### src/rtl/dyser_input_port.sv
// dyser_input_port: credit-flow-controlled FIFO input port driving a DySER switch link.
module dyser_input_port #(
  parameter int PATH_WIDTH = 64,
  parameter int DEPTH = 4,
  parameter int CREDITS = 2
) (
  input  logic                     clk,
  input  logic                     rst,
  input  logic                     conf_en,
  input  logic [PATH_WIDTH-1:0]    in_data,
  input  logic                     in_valid,
  output logic                     in_ready,
  output logic [PATH_WIDTH:0]      d_out,
  input  logic                     c_in,
  output logic [$clog2(DEPTH):0]   occupancy,
  output logic                     credit_err
);
  localparam int AW = $clog2(DEPTH);
  localparam int CW = $clog2(CREDITS + 1);
  logic [PATH_WIDTH-1:0] mem [DEPTH];
  logic [AW-1:0] rd_ptr, wr_ptr;
  logic [CW-1:0] credits;
  logic push, send, sat;
  assign in_ready = (occupancy != (AW+1)'(DEPTH)) && !conf_en;
  assign push = in_valid && in_ready;
  assign send = (occupancy != '0) && (credits != '0) && !conf_en;
  // A credit returned with the counter already full is a protocol error from the switch.
  assign sat = c_in && !send && (credits == CW'(CREDITS));
  always_ff @(posedge clk)
    if (push) mem[wr_ptr] <= in_data;
  always_ff @(posedge clk or posedge rst)
    if (rst) begin
      rd_ptr <= '0;
      wr_ptr <= '0;
      occupancy <= '0;
      credits <= CW'(CREDITS);
      credit_err <= 1'b0;
      d_out <= '0;
    end else if (conf_en) begin
      rd_ptr <= '0;
      wr_ptr <= '0;
      occupancy <= '0;
      credits <= CW'(CREDITS);
      d_out <= '0;
    end else begin
      if (push) wr_ptr <= wr_ptr + 1'b1;
      if (send) rd_ptr <= rd_ptr + 1'b1;
      occupancy <= occupancy + (AW+1)'(push) - (AW+1)'(send);
      credits <= sat ? credits : credits + CW'(c_in) - CW'(send);
      if (sat) credit_err <= 1'b1;
      d_out <= send ? {mem[rd_ptr], 1'b1} : '0;
    end
endmodule

### config.mk
export PLATFORM = sky130hd
export DESIGN_NAME = dyser_input_port
export DESIGN_NICKNAME = d
export VERILOG_FILES = /design/src/rtl/dyser_input_port.sv
export SDC_FILE = /design/constraint.sdc
export NUM_CORES = 1
export LEC_CHECK = 0
export CAP_MARGIN = 20
export CORE_MARGIN = 8
export CORE_UTILIZATION = 55
export CTS_CLUSTER_DIAMETER = 30
export CTS_CLUSTER_SIZE = 20
export DETAILED_ROUTE_END_ITERATION = 8
export MAX_ROUTING_LAYER = met4
export PLACE_DENSITY = 0.85
export SETUP_SLACK_MARGIN = 0.3
export SLEW_MARGIN = 20
export SYNTH_ARGS = -nofsm -noshare
export SYNTH_HDL_FRONTEND = slang
export SYNTH_SLANG_ARGS = --single-unit
### constraint.sdc
create_clock -name clk -period 7 [get_ports clk]
set_clock_uncertainty 0.05 [all_clocks]
set_input_delay 1.4 -clock clk [delete_from_list [all_inputs] [get_ports clk]]
set_output_delay 1.4 -clock clk [all_outputs]
set_load 0.005 [all_outputs]
# Word-level counts from Yosys, hierarchy flattened
# Memory sizes are Yosys's and may differ from the RTL's.
# Cells that the tools add are included.
dict set report word_totals {
  register_bits 75
  mem_bits_rw 256
  in_bits 69
  output_inout_bits 70
  word_cells 41
  n_memories 1
}
dict set report op_classes {
  add_sub_neg 6
  eq_ne 3
  muxes 11
  bitwise 1
  n_reduce_logical 13
}
# name depth width rd rd_ports_with_merged_regs write_ports line
set mem_list {}
lappend mem_list {mem 4 64 1 0 1 20} ;# logic [PATH_WIDTH-1:0] mem [DEPTH];
# cell n
set op_table {}
lappend op_table {{2-to-1 mux 65 bit} 2}
lappend op_table {{2-to-1 mux 2 bit} 6}
lappend op_table {{logical AND 1 bit} 6}
lappend op_table {{nonzero test 2 bit} 3}
lappend op_table {{adder 2 x 1 -> 2 bit (second input constant)} 2}
lappend op_table {{adder 3 x 1 -> 3 bit} 1}
lappend op_table {{2-to-1 mux 3 bit} 1}
lappend op_table {{inequality test 3 bit (second input constant)} 1}
lappend op_table {{nonzero test 3 bit} 1}
lappend op_table {{subtractor 3 x 1 -> 3 bit} 1}
lappend op_table {{adder 2 x 1 -> 2 bit} 1}
lappend op_table {{== test 2 bit (second input constant)} 1}
lappend op_table {{logical NOT 1 bit} 2}
lappend op_table {{2-to-1 mux 1 bit} 2}
lappend op_table {{inequality test 2 bit (second input constant)} 1}
lappend op_table {{AND reduction 2 bit} 1}
lappend op_table {{subtractor 2 x 1 -> 2 bit} 1}
lappend op_table {{inverter 1 bit} 1}

# Depth between registers and ports, before layout
# Gate-level depths: netlist of run 1.
dict set report logic_depth {
  word_depth 8
  mapped_depth 11
  depth_no_buf 11
}

# Worst setup path before layout of run 1
# No wires, ideal clock.
dict set report synth_path {
  path_kind {input to register}
  startpoint {in conf_en}
  endpoint {mem mem[0][0] (enable)}
  setup_ns 0.429
  t_arrival_ns 3.332
  t_required_ns 6.521
  slack_ns 3.189
  stages 3
  path_buffers 0
  cell_sequence {nand2b_1 -> a21oi_2 -> and2_1}
}
dict set report synth_between {
  elab_chain_cells 5
}
# element line
set synth_lines {}
lappend synth_lines {{start, declared} 9} ;# input logic conf_en,
lappend synth_lines {{logical NOT 1 bit} 24} ;# assign in_ready = (occupancy != (AW+1)'(DEPTH)) && !conf_en;
lappend synth_lines {{logical AND 1 bit} 24}
lappend synth_lines {{logical AND 1 bit} 25} ;# assign push = in_valid && in_ready;
lappend synth_lines {{2-to-1 mux 1 bit} 30} ;# if (push) mem[wr_ptr] <= in_data;
lappend synth_lines {{2-to-1 mux 1 bit (not written as such)} 30}
lappend synth_lines {{end, declared} 20}
# No other way between the ends.

# Worst setup path in the final report of run 1
dict set report layout_path {
  startpoint {in conf_en}
  endpoint {out in_ready}
}
dict set report layout_between {
  elab_chain_cells 2
}
# element line
set layout_lines {}
lappend layout_lines {{logical NOT 1 bit} 24}
lappend layout_lines {{logical AND 1 bit} 24}
lappend layout_lines {{end, declared} 12} ;# output logic in_ready,
# No other way between the ends.

==> impl_metrics.tcl, run 1 <==
set metrics [dict create \
    outcome "finished clean" \
    port_buffers 138 \
    grt_setup_unrepaired "false" \
    period_needed_ns 4.30 \
    synth_commonest_cells "edfxtp_1 (256), dfrtp_1 (74), and2_1 (69)" \
    ys_types 32 \
    ys_ff_latch 331 \
    ios 139 \
    power.density_nw_per_um2 393 \
    rows 54 \
    cts_setup_buffers 0 \
    worstSetupPathType "input port to output port" \
    startpoint_type "input port" \
    clockRootBuffer "clkbuf_16" \
    wl_per_cell_um 22.5 \
    dp.cells 933 \
    synthTopCellsByArea "edfxtp_1 (64%), dfrtp_1 (15%), mux4_2 (12%)" \
    finalSetupViolCount 0 \
    syn-mean-instance-area_um2 22.5 \
    finalHoldViolations 0 \
    max-vdd-ir-drop_v 0.000232 \
    initial_utilization 0.555 \
    path_delay_family "buffers and inverters" \
    h-tree-depth 2 \
    syn_nets 612 \
    die_area_um2 26800 \
    clockBufferDepth 3 \
    clock_sinks 331 \
    pre_cts_ws_ns 2.68 \
    synthFlopType "edfxtp_1" \
    final_layout_size_suffix_gt1_frac 0.220 \
    cp_data_required_time_ns 5.55 \
    yosysSeqAreaShare 0.798 \
    critPathCaptureType "output port" \
    grt_max_degree 76 \
    hold_class "register to register" \
    slowest_delay_ns 0.68 \
    n_fill_cell 1265 \
    fin_cells 1028 \
    drc 0 \
    cts-buffers-inserted 50 \
    path_max_fanout 14 \
    cp_common_cell "clkdlybuf4s50_1" \
    relSlewSlack 0.337 \
    postRouteAntennaNets 0 \
    grt_use_total 0.184 \
    grt_pass1_vias 6416 \
    overflow 0 \
    synth_cells 534 \
    cap_violations 0 \
    path_cells "clkdlybuf4s50_1, a21oi_1, clkdlybuf4s50_1" \
    leakagePower_uw 0.00542 \
    via_per_inst 5.42 \
    drt_wl_total_um 23100 \
    holdBufCountCts 0 \
    crit_slowest_cell "clkdlybuf4s50_1" \
    period_share 0.615 \
    synth_edf_count 256 \
    clk_pin_slew_ns 0.05 \
    gp_congestion 0.728 \
    setup_ws_ns 2.70 \
    drv_slew 0 \
    cts_resized 0 \
    dr.pass1.iters 5 \
    synth_most_common_cell "edfxtp_1" \
    grt_antenna_before_repair 1 \
    vias 5571 \
    layout.nets 783 \
    chipWidth_um 164 \
    clock_latency_ns 0.53 \
    tns_ns 0 \
    hpwl_um 12900 \
    syn-cell-area_um2 12000 \
    yosysWarnings 0 \
    die_h_um 164 \
    drtIter0Drc 330 \
    cts_tree "done" \
    synth_top_area_share 0.641 \
    fmax_ghz 0.232 \
    synth.largest_area_cell "edfxtp_1" \
    worstPathArrival_ns 2.85 \
    tightest_slew_ns 0.995 \
    ys_async_sr_fraction 0.227 \
    syn_to_final_growth_pct 27.8 \
    path_buf_inv 2 \
    coreArea_um2 21600 \
    grt_pass1_wl_um 36000 \
]
cell type report:
type	instances	area, um^2	share of cell area
Tap cell	280	350	0.0229
Multi-Input combinational cell	172	2220	0.145
Sequential cell	331	9570	0.625
Inverter	9	37.5	0.00245
Clock buffer	64	1410	0.0919
Timing Repair Buffer	141	1410	0.0919
Clock inverter	30	327	0.0213
Antenna cell	1	2.50	0.000163
layout by cell type, fill, tap and decap left out, types with 2 or more instances in the layout:
cell type        count
mux4_2              64
edfxtp_1           256
ha_1                 8
clkinvlp_4           4
inv_1                6
clkinv_4             3
nor2b_1              2
clkdlybuf4s50_1    138
xor2_1               2
and2_4               4
clkbuf_1             7
inv_6                6
and2_1              65
clkinv_2             9
a21oi_1              2
nor3_1               3
clkbuf_8             4
nor2_1               6
dfrtp_1             72
bufinv_16            5
clkinv_1             3
buf_4                2
nand2b_1             3
clkbuf_16           53
dfrtp_4              2
power breakdown:
| group | leakage, uW | internal, uW | switching [uW] |
|---|---|---|---|
| Sequential | 0.00332 | 2380 | 170 |
| Clock | 0.000844 | 1620 | 870 |
| Combinational | 0.00125 | 603 | 382 |
cell families after synthesis:
logic type,after synthesis,synth area share
flip-flops,331,0.798
AND/OR/NAND/NOR,86,0.0430
multiplexers,66,0.122
buffers and inverters,31,0.0186
adder cells (fa/ha/maj),9,0.0100
AO/OA/AOI/OAI,8,0.00637
XOR/XNOR,3,0.00219
final timing paths:
kind	startpoint	slack (ns)	cells past startpoint	end
max	conf_en	2.70	3	in_ready
min	credit_err	0.44	1	credit_err
max reg2reg	occupancy[1]	4.32	11	occupancy[2]
min reg2reg	credit_err	0.44	1	credit_err
max in group asynchronous	rst	4.98	3	rd_ptr[1]
min in group asynchronous	rst	1.37	3	d_out[60]
stage by stage:
stage	hold WS [ns]	util	instance area (um^2)	total power, uW
detailed placement	0.434	0.628	13600	3590
global placement	0.406	0.628	13600	3540
finish	0.441	0.709	15300	6020
global route	0.452	0.709	15300	6280
floorplan	0.410	-	12000	3130
CTS	0.446	0.708	15300	6100
metal layers:
| metal | vias up | wire (um) | track usage | part of all wire |
|---|---|---|---|---|
| met5 | - | 0 | - | 0 |
| met4 | 0 | 520 | 0.0607 | 0.022 |
| met3 | 47 | 1510 | 0.0449 | 0.065 |
| met2 | 197 | 12000 | 0.300 | 0.52 |
| met1 | 2870 | 9060 | 0.224 | 0.39 |
| li1 | 2457 | - | - | - |
flip-flops by register name, indices dropped and copies added, names as in the netlist:
register / flops
credits: 2
occupancy: 3
wr_ptr: 2
rd_ptr: 2
d_out: 65
mem: 256
credit_err: 1
Power figures use the tool's default switching activity.
==> inputs of run 2 (changes only) <==
CORE_UTILIZATION = 50   (was 55)
PLACE_DENSITY = 0.81   (was 0.85)
clock period = 3.8 ns   (was 7 ns; I/O delays follow)
==> run 2 against run 1 <==
- via count is 0.48% higher
- core utilization fell by 4.5 points
- critical path depth rose by 1
- sequential share of layout area down 1.2 points
- clock power increased by 99%
- flip-flop and latch count is the same
- global-route usage down 1.7 points
- non-clock buffer count increased by 6
- register-to-register slack worse by 3.3 ns
==> impl_metrics.tcl, run 2 (same netlist as run 1, synthesis figures left out) <==
set metrics [dict create \
    cap_violations 0 \
    port_buffers 138 \
    drtIter0Drc 442 \
    postRouteAntennaNets 0 \
    clock_sinks 331 \
    relSlewSlack 0.350 \
    drt_wl_total_um 23100 \
    multi_input_area_um2 2220 \
    initial_utilization 0.509 \
    die_area_um2 29200 \
    overflow 0 \
    grt_use_total 0.167 \
    wl_per_cell_um 21.5 \
    rrSetupSlack_ns 1.01 \
    cts_tree "done" \
    critPathCaptureType "output port" \
    coreArea_um2 23500 \
    startpoint_type "input port" \
    finalSetupViolCount 0 \
    largest_register_ff_count 256 \
    worstSetupPathType "input port to output port" \
    setup.worst_path.end "in_ready" \
    r2r-end "occupancy[2]" \
    worstPathArrival_ns 2.23 \
    crit_path_start "conf_en" \
    clock_latency_ns 0.53 \
    drv_slew 0 \
    outcome "finished clean" \
    gp_congestion 0.745 \
    regArea_um2 9570 \
    n_fill_cell 1522 \
    clockBufferDepth 3 \
    path_max_fanout 13 \
    via_per_inst 5.21 \
    period_share 0.801 \
    grt_setup_unrepaired "false" \
    r2r-start "occupancy[1]" \
    dr.pass1.iters 5 \
    tightest_slew_ns 0.976 \
    clockRootBuffer "clkbuf_16" \
    leakagePower_uw 0.00553 \
    fmax_ghz 0.329 \
    mostFrequentLayoutCells "edfxtp_1 (256), clkdlybuf4s50_1 (138), dfrtp_1 (72)" \
    hpwl_um 13600 \
    finalHoldViolations 0 \
    vias 5598 \
    clk_pin_slew_ns 0.05 \
    postLayoutCoreUtil 0.664 \
    period_needed_ns 3.04 \
    grt_max_degree 67 \
    cts-buffers-inserted 51 \
    grt_antenna_before_repair 1 \
    die_h_um 171 \
    hold_class "register to register" \
    h-tree-depth 2 \
    cts_resized 0 \
    layout.nets 790 \
    max-vdd-ir-drop_v 0.000460 \
    layout_commonest_cell "edfxtp_1" \
    top_regs "mem (256), d_out (65), occupancy (3)" \
    r2r_cells 10 \
    holdBufCountCts 0 \
    ios 139 \
    tns_ns 0 \
    cts_setup_buffers 0 \
    grt_pass1_vias 6285 \
    drc 0 \
    cp_data_required_time_ns 2.99 \
    rows 56 \
    syn_to_final_growth_pct 30.4 \
    power.density_nw_per_um2 738 \
    chipWidth_um 171 \
    grt_pass1_wl_um 35600 \
    final_layout_size_suffix_gt1_frac 0.233 \
    top_register "mem" \
]
## run 2: changes by cell type in the layout (fill, tap and decap cells not counted), sizes merged
cell / change
buf: +6
inv: +1
clkbuf: -8
bufinv: +6
clkinvlp: +2
## run 2: worst min path at each step
stage                           from          to  slack (ns)  cells after the start
after floorplan           credit_err  credit_err        0.41                      1
after global placement    credit_err  credit_err        0.46                      1
after detailed placement  credit_err  credit_err        0.48                      1
after CTS                  wr_ptr[0]   wr_ptr[0]        0.49                      1
after global routing       wr_ptr[0]   wr_ptr[0]        0.52                      1
final                      wr_ptr[0]   wr_ptr[0]        0.50                      1
## run 2: final cells by class
| cell class | instances | share of cell area |
|---|---|---|
| Tap cell | 319 | 0.0255 |
| Clock inverter | 39 | 0.0338 |
| Timing Repair Buffer | 147 | 0.0975 |
| Sequential cell | 331 | 0.612 |
| Antenna cell | 1 | 0.000160 |
| Multi-Input combinational cell | 172 | 0.142 |
| Clock buffer | 56 | 0.0862 |
| Inverter | 9 | 0.00240 |
## run 2: where the power goes
| group | total [uW] | leakage, uW | switching [uW] | internal, uW |
|---|---|---|---|---|
| logic | 1870 | 0.00130 | 726 | 1150 |
| registers | 4710 | 0.00332 | 325 | 4380 |
| clock network | 4950 | 0.000906 | 1630 | 3330 |
## run 2: through the flow
step	area [um^2]	worst slack (ns)	power, uW	hold WS, ns	instances
6_report	15600	0.757	11500	0.502	1074
5_1_grt	15600	0.726	12000	0.523	1074
2_1_floorplan	12000	0.629	5770	0.410	534
4_1_cts	15600	0.746	11700	0.495	1073
3_5_place_dp	13800	0.358	6680	0.481	978
3_3_place_gp	13800	0.521	6600	0.461	978
## run 2: metal layers
| layer | vias to the layer above | track usage | share of wire |
|---|---|---|---|
| met5 | - | - | 0 |
| met4 | 0 | 0.0507 | 0.019 |
| met3 | 41 | 0.0433 | 0.069 |
| met2 | 208 | 0.275 | 0.50 |
| met1 | 2883 | 0.200 | 0.41 |
| li1 | 2466 | - | - |
## run 2: worst max-delay path: stages
cell             delay [ns]
clkdlybuf4s50_1        0.47
buf_4                  0.22
a21oi_1                0.22
clkdlybuf4s50_1        0.56
==> inputs of run 3 (changes only) <==
CORE_UTILIZATION = 55   (was 50)
PLACE_DENSITY = 0.85   (was 0.81)
clock period = 2.8 ns   (was 3.8 ns; I/O delays follow)
==> run 3 against run 2 <==
- critical path depth increased by 6
- clock-buffer cell count grew 4
- sequential power grew 34%
- hold slack worse by 0.084 ns
- cell area is 0.41% lower
- critical path type is now register to register
- via count increased by 3.3%
- global-route usage grew 2.9 points
- worst setup slack worse by 0.30 ns
- largest power group is now registers
==> impl_metrics.tcl, run 3 (same netlist as run 1, synthesis figures left out) <==
set metrics [dict create \
    postRouteAntennaNets 0 \
    critPathCaptureType "register" \
    cp_data_required_time_ns 3.20 \
    mostFrequentLayoutCells "edfxtp_1 (256), clkdlybuf4s50_1 (137), dfrtp_1 (69)" \
    fin_cells 1043 \
    chipWidth_um 164 \
    wl_per_cell_um 24.1 \
    syn_to_final_growth_pct 29.8 \
    layout_commonest_cell "edfxtp_1" \
    startpoint_type "register" \
    pre_cts_ws_ns -0.104 \
    drt_wl_total_um 25100 \
    crit_cells 10 \
    relSlewSlack 0.327 \
    leakagePower_uw 0.00552 \
    clock_sinks 331 \
    rows 54 \
    fmax_ghz 0.426 \
    path_cells "o32ai_4, nor2_1, ha_1, inv_1, ha_1, inv_1, fa_1, xor2_1, and2_1, nor3_1" \
    vias 5780 \
    period_needed_ns 2.35 \
    path_max_fanout 7 \
    grt_antenna_before_repair 0 \
    grt_pass1_vias 6475 \
    r2r-start "occupancy[1]" \
    coreArea_um2 21600 \
    top_regs "mem (256), d_out (65), occupancy (3)" \
    gp_congestion 0.725 \
    finalSetupViolCount 0 \
    overflow 0 \
    clk_pin_slew_ns 0.05 \
    clock_latency_ns 0.54 \
    grt_pass1_wl_um 38000 \
    max-vdd-ir-drop_v 0.000589 \
    final_layout_size_suffix_gt1_frac 0.239 \
    ios 139 \
    dp.cells 949 \
    finalHoldViolations 0 \
    h-tree-depth 2 \
    initial_utilization 0.555 \
    slowest_delay_ns 0.46 \
    worstSetupPathType "register to register" \
    die_h_um 164 \
    crit_slowest_cell "dfrtp_2" \
    path_buf_inv 2 \
    r2r_cells 10 \
    drv_slew 0 \
    tightest_slew_ns 1.01 \
    clockBufferDepth 3 \
    rrSetupSlack_ns 0.45 \
    grt_max_degree 67 \
    cap_violations 0 \
    hold_class "input port to asynchronous set/reset pin" \
    cts-buffers-inserted 48 \
    n_fill_cell 1231 \
    outcome "finished clean" \
    grt_use_total 0.195 \
    dr.pass1.iters 4 \
    die_area_um2 26800 \
    drtIter0Drc 391 \
    largest_register_ff_count 256 \
    setup_ws_ns 0.454 \
    top_register "mem" \
    grt_setup_unrepaired "false" \
    cts_tree "done" \
    period_share 0.838 \
    r2r-end "occupancy[2]" \
    worstPathArrival_ns 2.74 \
    power.density_nw_per_um2 973 \
    port_buffers 138 \
    hpwl_um 14500 \
    layout.nets 800 \
    path_delay_family "adder cells" \
    drc 0 \
    via_per_inst 5.54 \
    clockRootBuffer "clkbuf_16" \
]
-- run 3: changes by cell type in the layout (fill, tap and decap cells not counted), moves of 2 or more --
cell / change
dfrtp_1: -3
bufinv_16: -5
clkbuf_1: +5
dfrtp_2: +3
buf_12: +6
clkinv_8: +4
inv_6: -2
clkbuf_16: -5
clkinv_2: -4
clkbuf_8: +4
buf_4: +7
-- run 3: how the worst max path moves through the flow --
stage / from / end / slack, ns
final: occupancy[1] / occupancy[2] / 0.45
after global routing: occupancy[1] / occupancy[2] / 0.30
after CTS: occupancy[1] / occupancy[2] / 0.40
after detailed placement: conf_en / occupancy[2] / -0.10
after global placement: conf_en / occupancy[2] / 0.003
after floorplan: conf_en / occupancy[2] / 0.41
-- run 3: layout make-up --
| cell class | instances | area, um^2 | area share |
|---|---|---|---|
| Timing Repair Buffer | 160 | 1700 | 0.109 |
| Tap cell | 280 | 350 | 0.0225 |
| Clock buffer | 60 | 1300 | 0.0833 |
| Antenna cell | 1 | 2.50 | 0.000161 |
| Clock inverter | 30 | 387 | 0.0248 |
| Inverter | 9 | 40.0 | 0.00257 |
| Multi-Input combinational cell | 172 | 2220 | 0.143 |
| Sequential cell | 331 | 9580 | 0.615 |
-- run 3: per-stage QoR --
stage / setup TNS, ns / area [um^2] / hold WS (ns) / utilization / total power, uW
after floorplan: 0 / 12000 / 0.410 / - / 7820
after global placement: 0 / 13900 / 0.410 / 0.641 / 8970
after detailed placement: -0.104 / 13900 / 0.427 / 0.641 / 9100
after CTS: 0 / 15500 / 0.436 / 0.719 / 15300
after global routing: 0 / 15600 / 0.456 / 0.720 / 15700
final: 0 / 15600 / 0.418 / 0.720 / 15100
-- run 3: power breakdown --
part	total, uW	switching [uW]	internal, uW
sequential	6320	365	5950
clock	6100	2200	3890
combinational	2730	1110	1610
total	15100	3680	11500
-- run 3: layer usage --
metal,vias to the layer above,track usage,routed length [um]
li1,2499,-,-
met1,3011,0.225,9540
met2,218,0.333,13200
met3,52,0.0499,1780
met4,0,0.0599,578
met5,-,-,0
-- run 3: what timing repair did --
| action | in CTS | in global routing |
|---|---|---|
| hold endpoints to repair | 0 | 0 |
| resized for setup | 1 | 3 |
| setup buffers | 1 | 2 |
| setup endpoints to repair | 2 | 1 |
| pin swaps | 1 | 0 |
| hold buffers | 0 | 0 |
==> edit 1, RTL diff (flow settings as in run 3) <==
Make the reset (`rst`) synchronous in one clocked block.
--- a/src/rtl/dyser_input_port.sv
+++ b/src/rtl/dyser_input_port.sv
@@ -28,7 +28,7 @@
   assign sat = c_in && !send && (credits == CW'(CREDITS));
   always_ff @(posedge clk)
     if (push) mem[wr_ptr] <= in_data;
-  always_ff @(posedge clk or posedge rst)
+  always_ff @(posedge clk)
     if (rst) begin
       rd_ptr <= '0;
       wr_ptr <= '0;
Formal check against the unedited RTL: differs if rst is asserted again (counterexample within 4 cycles, from zero or initial values and one cycle with rst high); with rst held inactive, the same outputs for 4 cycles.
==> edit 1 against run 3 <==
- die area fell by 2.7%
- synthesized cell count rose by 1.3%
- global-route usage shrank 1.9 points
- worst setup slack worse by 0.063 ns
- sequential cell count stayed put
- routed wire length shrank 12%
- final area is 2.3% lower
- register-to-register slack worse by 0.05 ns
- synthesized area down 3.0%
Power is not compared: it rests on default switching activity, and its combinational part moved more than twofold at a synthesized area within 25%.
==> edit 1: results (changes against run 3) <==
- Critical path arrival: 2.79 ns (+0.05 ns)
- CTS buffer count: 50 (+4.2%)
- Worst hold path class: reg -> reg
- Outcome: finished, final reports clean
- Synth area leaders: edfxtp_1 (66%), dfxtp_1 (13%), mux4_2 (12%), nor2b_1 (3.6%), ha_1 (0.86%)
- Register area share after synthesis: 0.790 (-0.00758)
- Fillers: 1208 (-1.9%)
- Synth cell types: 30 (-6.3%)
- Initial antenna violation count: 1 (+1)
- RR Startpoint: occupancy[2]
- Max incr delay on CP: 0.52 ns (+0.06 ns)
- Initial detailed-routing violation count: 356 (-9.0%)
- Global-route usage over all layers: 0.176 (-0.0190)
- Avg WL per Cell: 21.1 um (-12%)
- Worst-Margin Slew: 0.975 ns (-0.0347 ns)
- Fraction of layout cells with a size suffix above 1: 0.238 (-0.000937)
- Worst reg2reg path depth: 9 (-1)
- FF-to-FF setup slack: 0.40 ns (-0.05 ns)
- Syn Nets: 619 (+1.1%)
- Vias per Instance: 5.30 (-4.4%)
- Vias in the first global route: 6145 (-5.1%)
- Top cells by count, synth: edfxtp_1 (256), dfxtp_1 (75), nor2b_1 (66), mux4_2 (64), buf_2 (12)
- Critical Path Fanout Max: 3 (-4)
- Post-synth top area share: 0.661 (+0.0199)
- GP Congestion: 0.790 (+9.0%)
- Largest net degree at the start of global routing: 68 (+1.5%)
- Hold slack final: 0.467 ns (+0.0488 ns)
## edit 1: how the worst max path moves through the flow
stage	slack, ns	to	start
final	0.39	occupancy[2]	conf_en
after global routing	0.29	occupancy[2]	occupancy[2]
after CTS	0.34	occupancy[2]	occupancy[1]
after detailed placement	-0.15	occupancy[2]	in_valid
after global placement	0.01	occupancy[2]	conf_en
after floorplan	0.42	occupancy[2]	in_valid
## edit 1: cell type report
type / instances / area (um^2) / area share
clock buffers: 60 / 1370 / 0.0902
inverters: 10 / 37.5 / 0.00247
well taps: 275 / 344 / 0.0226
multi-input cells: 177 / 2260 / 0.149
repair buffers: 154 / 1600 / 0.105
flip-flops and latches: 331 / 9200 / 0.605
diodes: 2 / 5.00 / 0.000329
clock inverters: 33 / 392 / 0.0257
## edit 1: repair_timing
item,CTS,global route
setup endpoints to repair,2,1
gates resized for setup,8,4
pin swaps,2,4
buffers inserted,1,1
hold buffers,0,0
## edit 1: cell families after synthesis
| kind of cell | count (synthesis) | synth area share |
|---|---|---|
| fa+ha+maj | 9 | 0.0103 |
| simple gates | 93 | 0.0487 |
| compound gates | 6 | 0.00366 |
| buf+inv | 33 | 0.0192 |
| flops | 331 | 0.790 |
| mux | 65 | 0.125 |
| xor+xnor | 4 | 0.00301 |
## edit 1: layer usage
| metal | vias to the layer above | GRT usage | wire length (um) |
|---|---|---|---|
| met1 | 2811 | 0.205 | 8390 |
| met2 | 178 | 0.304 | 11800 |
| met5 | - | - | 0 |
| met3 | 28 | 0.0438 | 1550 |
| li1 | 2501 | - | - |
| met4 | 0 | 0.0442 | 279 |
## edit 1: tightest hold or removal path: stages, from the launching register on
cell	delay, ns
dfxtp_1	0.33
nand2_1	0.06
o21ai_0	0.07
## edit 1: power by group through the flow
stage,logic (mW),clock network (mW),registers [mW]
3_3_place_gp,0.441,0,5.51
6_report,0.471,6.35,5.42
5_1_grt,0.510,6.65,5.43
4_1_cts,0.475,6.43,5.42
2_1_floorplan,0.206,0,5.52
3_5_place_dp,0.462,0,5.52
==> edit 2, RTL diff (config.mk and constraints of run 3) <==
Without the edit above. `CREDITS`: 2 -> 4.
--- a/src/rtl/dyser_input_port.sv
+++ b/src/rtl/dyser_input_port.sv
@@ -2,7 +2,7 @@
 module dyser_input_port #(
   parameter int PATH_WIDTH = 64,
   parameter int DEPTH = 4,
-  parameter int CREDITS = 2
+  parameter int CREDITS = 4
 ) (
   input  logic                     clk,
   input  logic                     rst,
Check against the original RTL: not equivalent (Yosys sat finds a counterexample within 10 cycles, from zero or initial values and one cycle with rst high).
==> edit 2 against run 3 <==
- cell count fell by 0.19%
- routed wire length fell by 4.1%
- synthesized area rose by 0.29%
- global-route usage shrank 0.62 points
- synthesized cell count is 0.94% higher
- sequential cell count rose by 1
- clock power is 3.9% lower
- final area decreased by 0.16%
- worst setup slack got worse by 0.077 ns
- total power fell by 1.7%
- critical endpoint unchanged
==> edit 2: results (changes against run 3) <==
- Register area share after synthesis: 0.798 (about the same)
- Post-Synth Adder-Cell Area: 0.0117 (+0.00164)
- XOR/XNOR Fraction of Synth Area: 0.00219 (-0.00000639)
- Met3 usage: 0.0416 (-0.00830)
- Critical Path Start: in_valid
- Leak: 5.51 nW (-0.14%)
- Biggest regs: mem x256, d_out x65
- Detailed-route via count: 5718 (-1.1%)
- Worst-Margin Slew: 1.02 ns (+0.0104 ns)
- Synth area leaders: edfxtp_1 (64%), dfrtp_1 (16%), mux4_2 (12%), and2_1 (3.6%), ha_1 (0.83%)
- Post-synthesis mux area share: 0.122 (-0.000355)
- GP Congestion: 0.754 (+3.9%)
- Global-route usage over all layers: 0.189 (-0.00618)
- Final Non-Filler Cells: 1041 (-0.19%)
- Met2 Use GR: 0.327 (-0.00601)
- Critical path arrival: 2.81 ns (+0.07 ns)
- Dpl cell area: 13900 um^2 (+0.15%)
- Total Power: 14.9 mW (-1.7%)
- Met3 wire length: 1420 um (-21%)
- FF-to-FF setup slack: 0.39 ns (-0.06 ns)
- FFs w/ async S/R, synth: 0.229 (+0.00233)
- Met2 wire length: 13000 um (-1.4%)
- CTS buffer count: 47 (-2.1%)
- Hold slack final: 0.413 ns (-0.00487 ns)
- Compound-cell area share of the yosys netlist: 0.00458 (-0.00179)
- Avg WL per Cell: 23.1 um (-3.9%)
- First-pass GRT wire length: 37000 um (-2.6%)
- Post-Route M1 WL: 9100 um (-4.6%)
- Vias in the first global route: 6514 (+0.60%)
- Dpl cells: 950 (+0.11%)
- Critical Path Fanout Max: 2 (-5)
- Place WS: -0.121 ns (-0.0170 ns)
- Clk pwr: 5.86 mW (-3.9%)
- Max IR drop VDD: 624 uV (+5.9%)
- Syn Nets: 618 (+0.98%)
- RR Startpoint: credits[1]
- Initial detailed-routing violation count: 353 (-9.7%)
- Outcome: finished, final reports clean
- ANT cells: 0 (-1)
- Fillers: 1227 (-0.32%)
- GRT met1 Usage: 0.217 (-0.00813)
- Net count, final: 801 (+0.13%)
- DP HPWL: 14000 um (-3.7%)
edit 2: cell count changes after synthesis, moves of 2 or more:
cell / run 3 / this run
nand2b_1: 3 / 1
nor3_2: 0 / 2
clkbuf_1: 4 / 12
nor2_1: 7 / 4
buf_2: 11 / 4
inv_1: 7 / 11
edit 2: cell type report:
type	instances	area (um^2)	share of cell area
Clock inverter	32	335	0.0216
Timing Repair Buffer	157	1680	0.108
Multi-Input combinational cell	173	2250	0.145
Inverter	11	45.0	0.00290
Tap cell	280	350	0.0225
Clock buffer	56	1280	0.0825
Sequential cell	332	9600	0.618
edit 2: what timing repair did:
| item | in CTS | in global routing |
|---|---|---|
| hold buffers | 0 | 0 |
| buffers inserted | 1 | 2 |
| resized for setup | 3 | 4 |
| cloned | 0 | 0 |
| pin swaps | 1 | 2 |
| setup endpoints to repair | 2 | 3 |
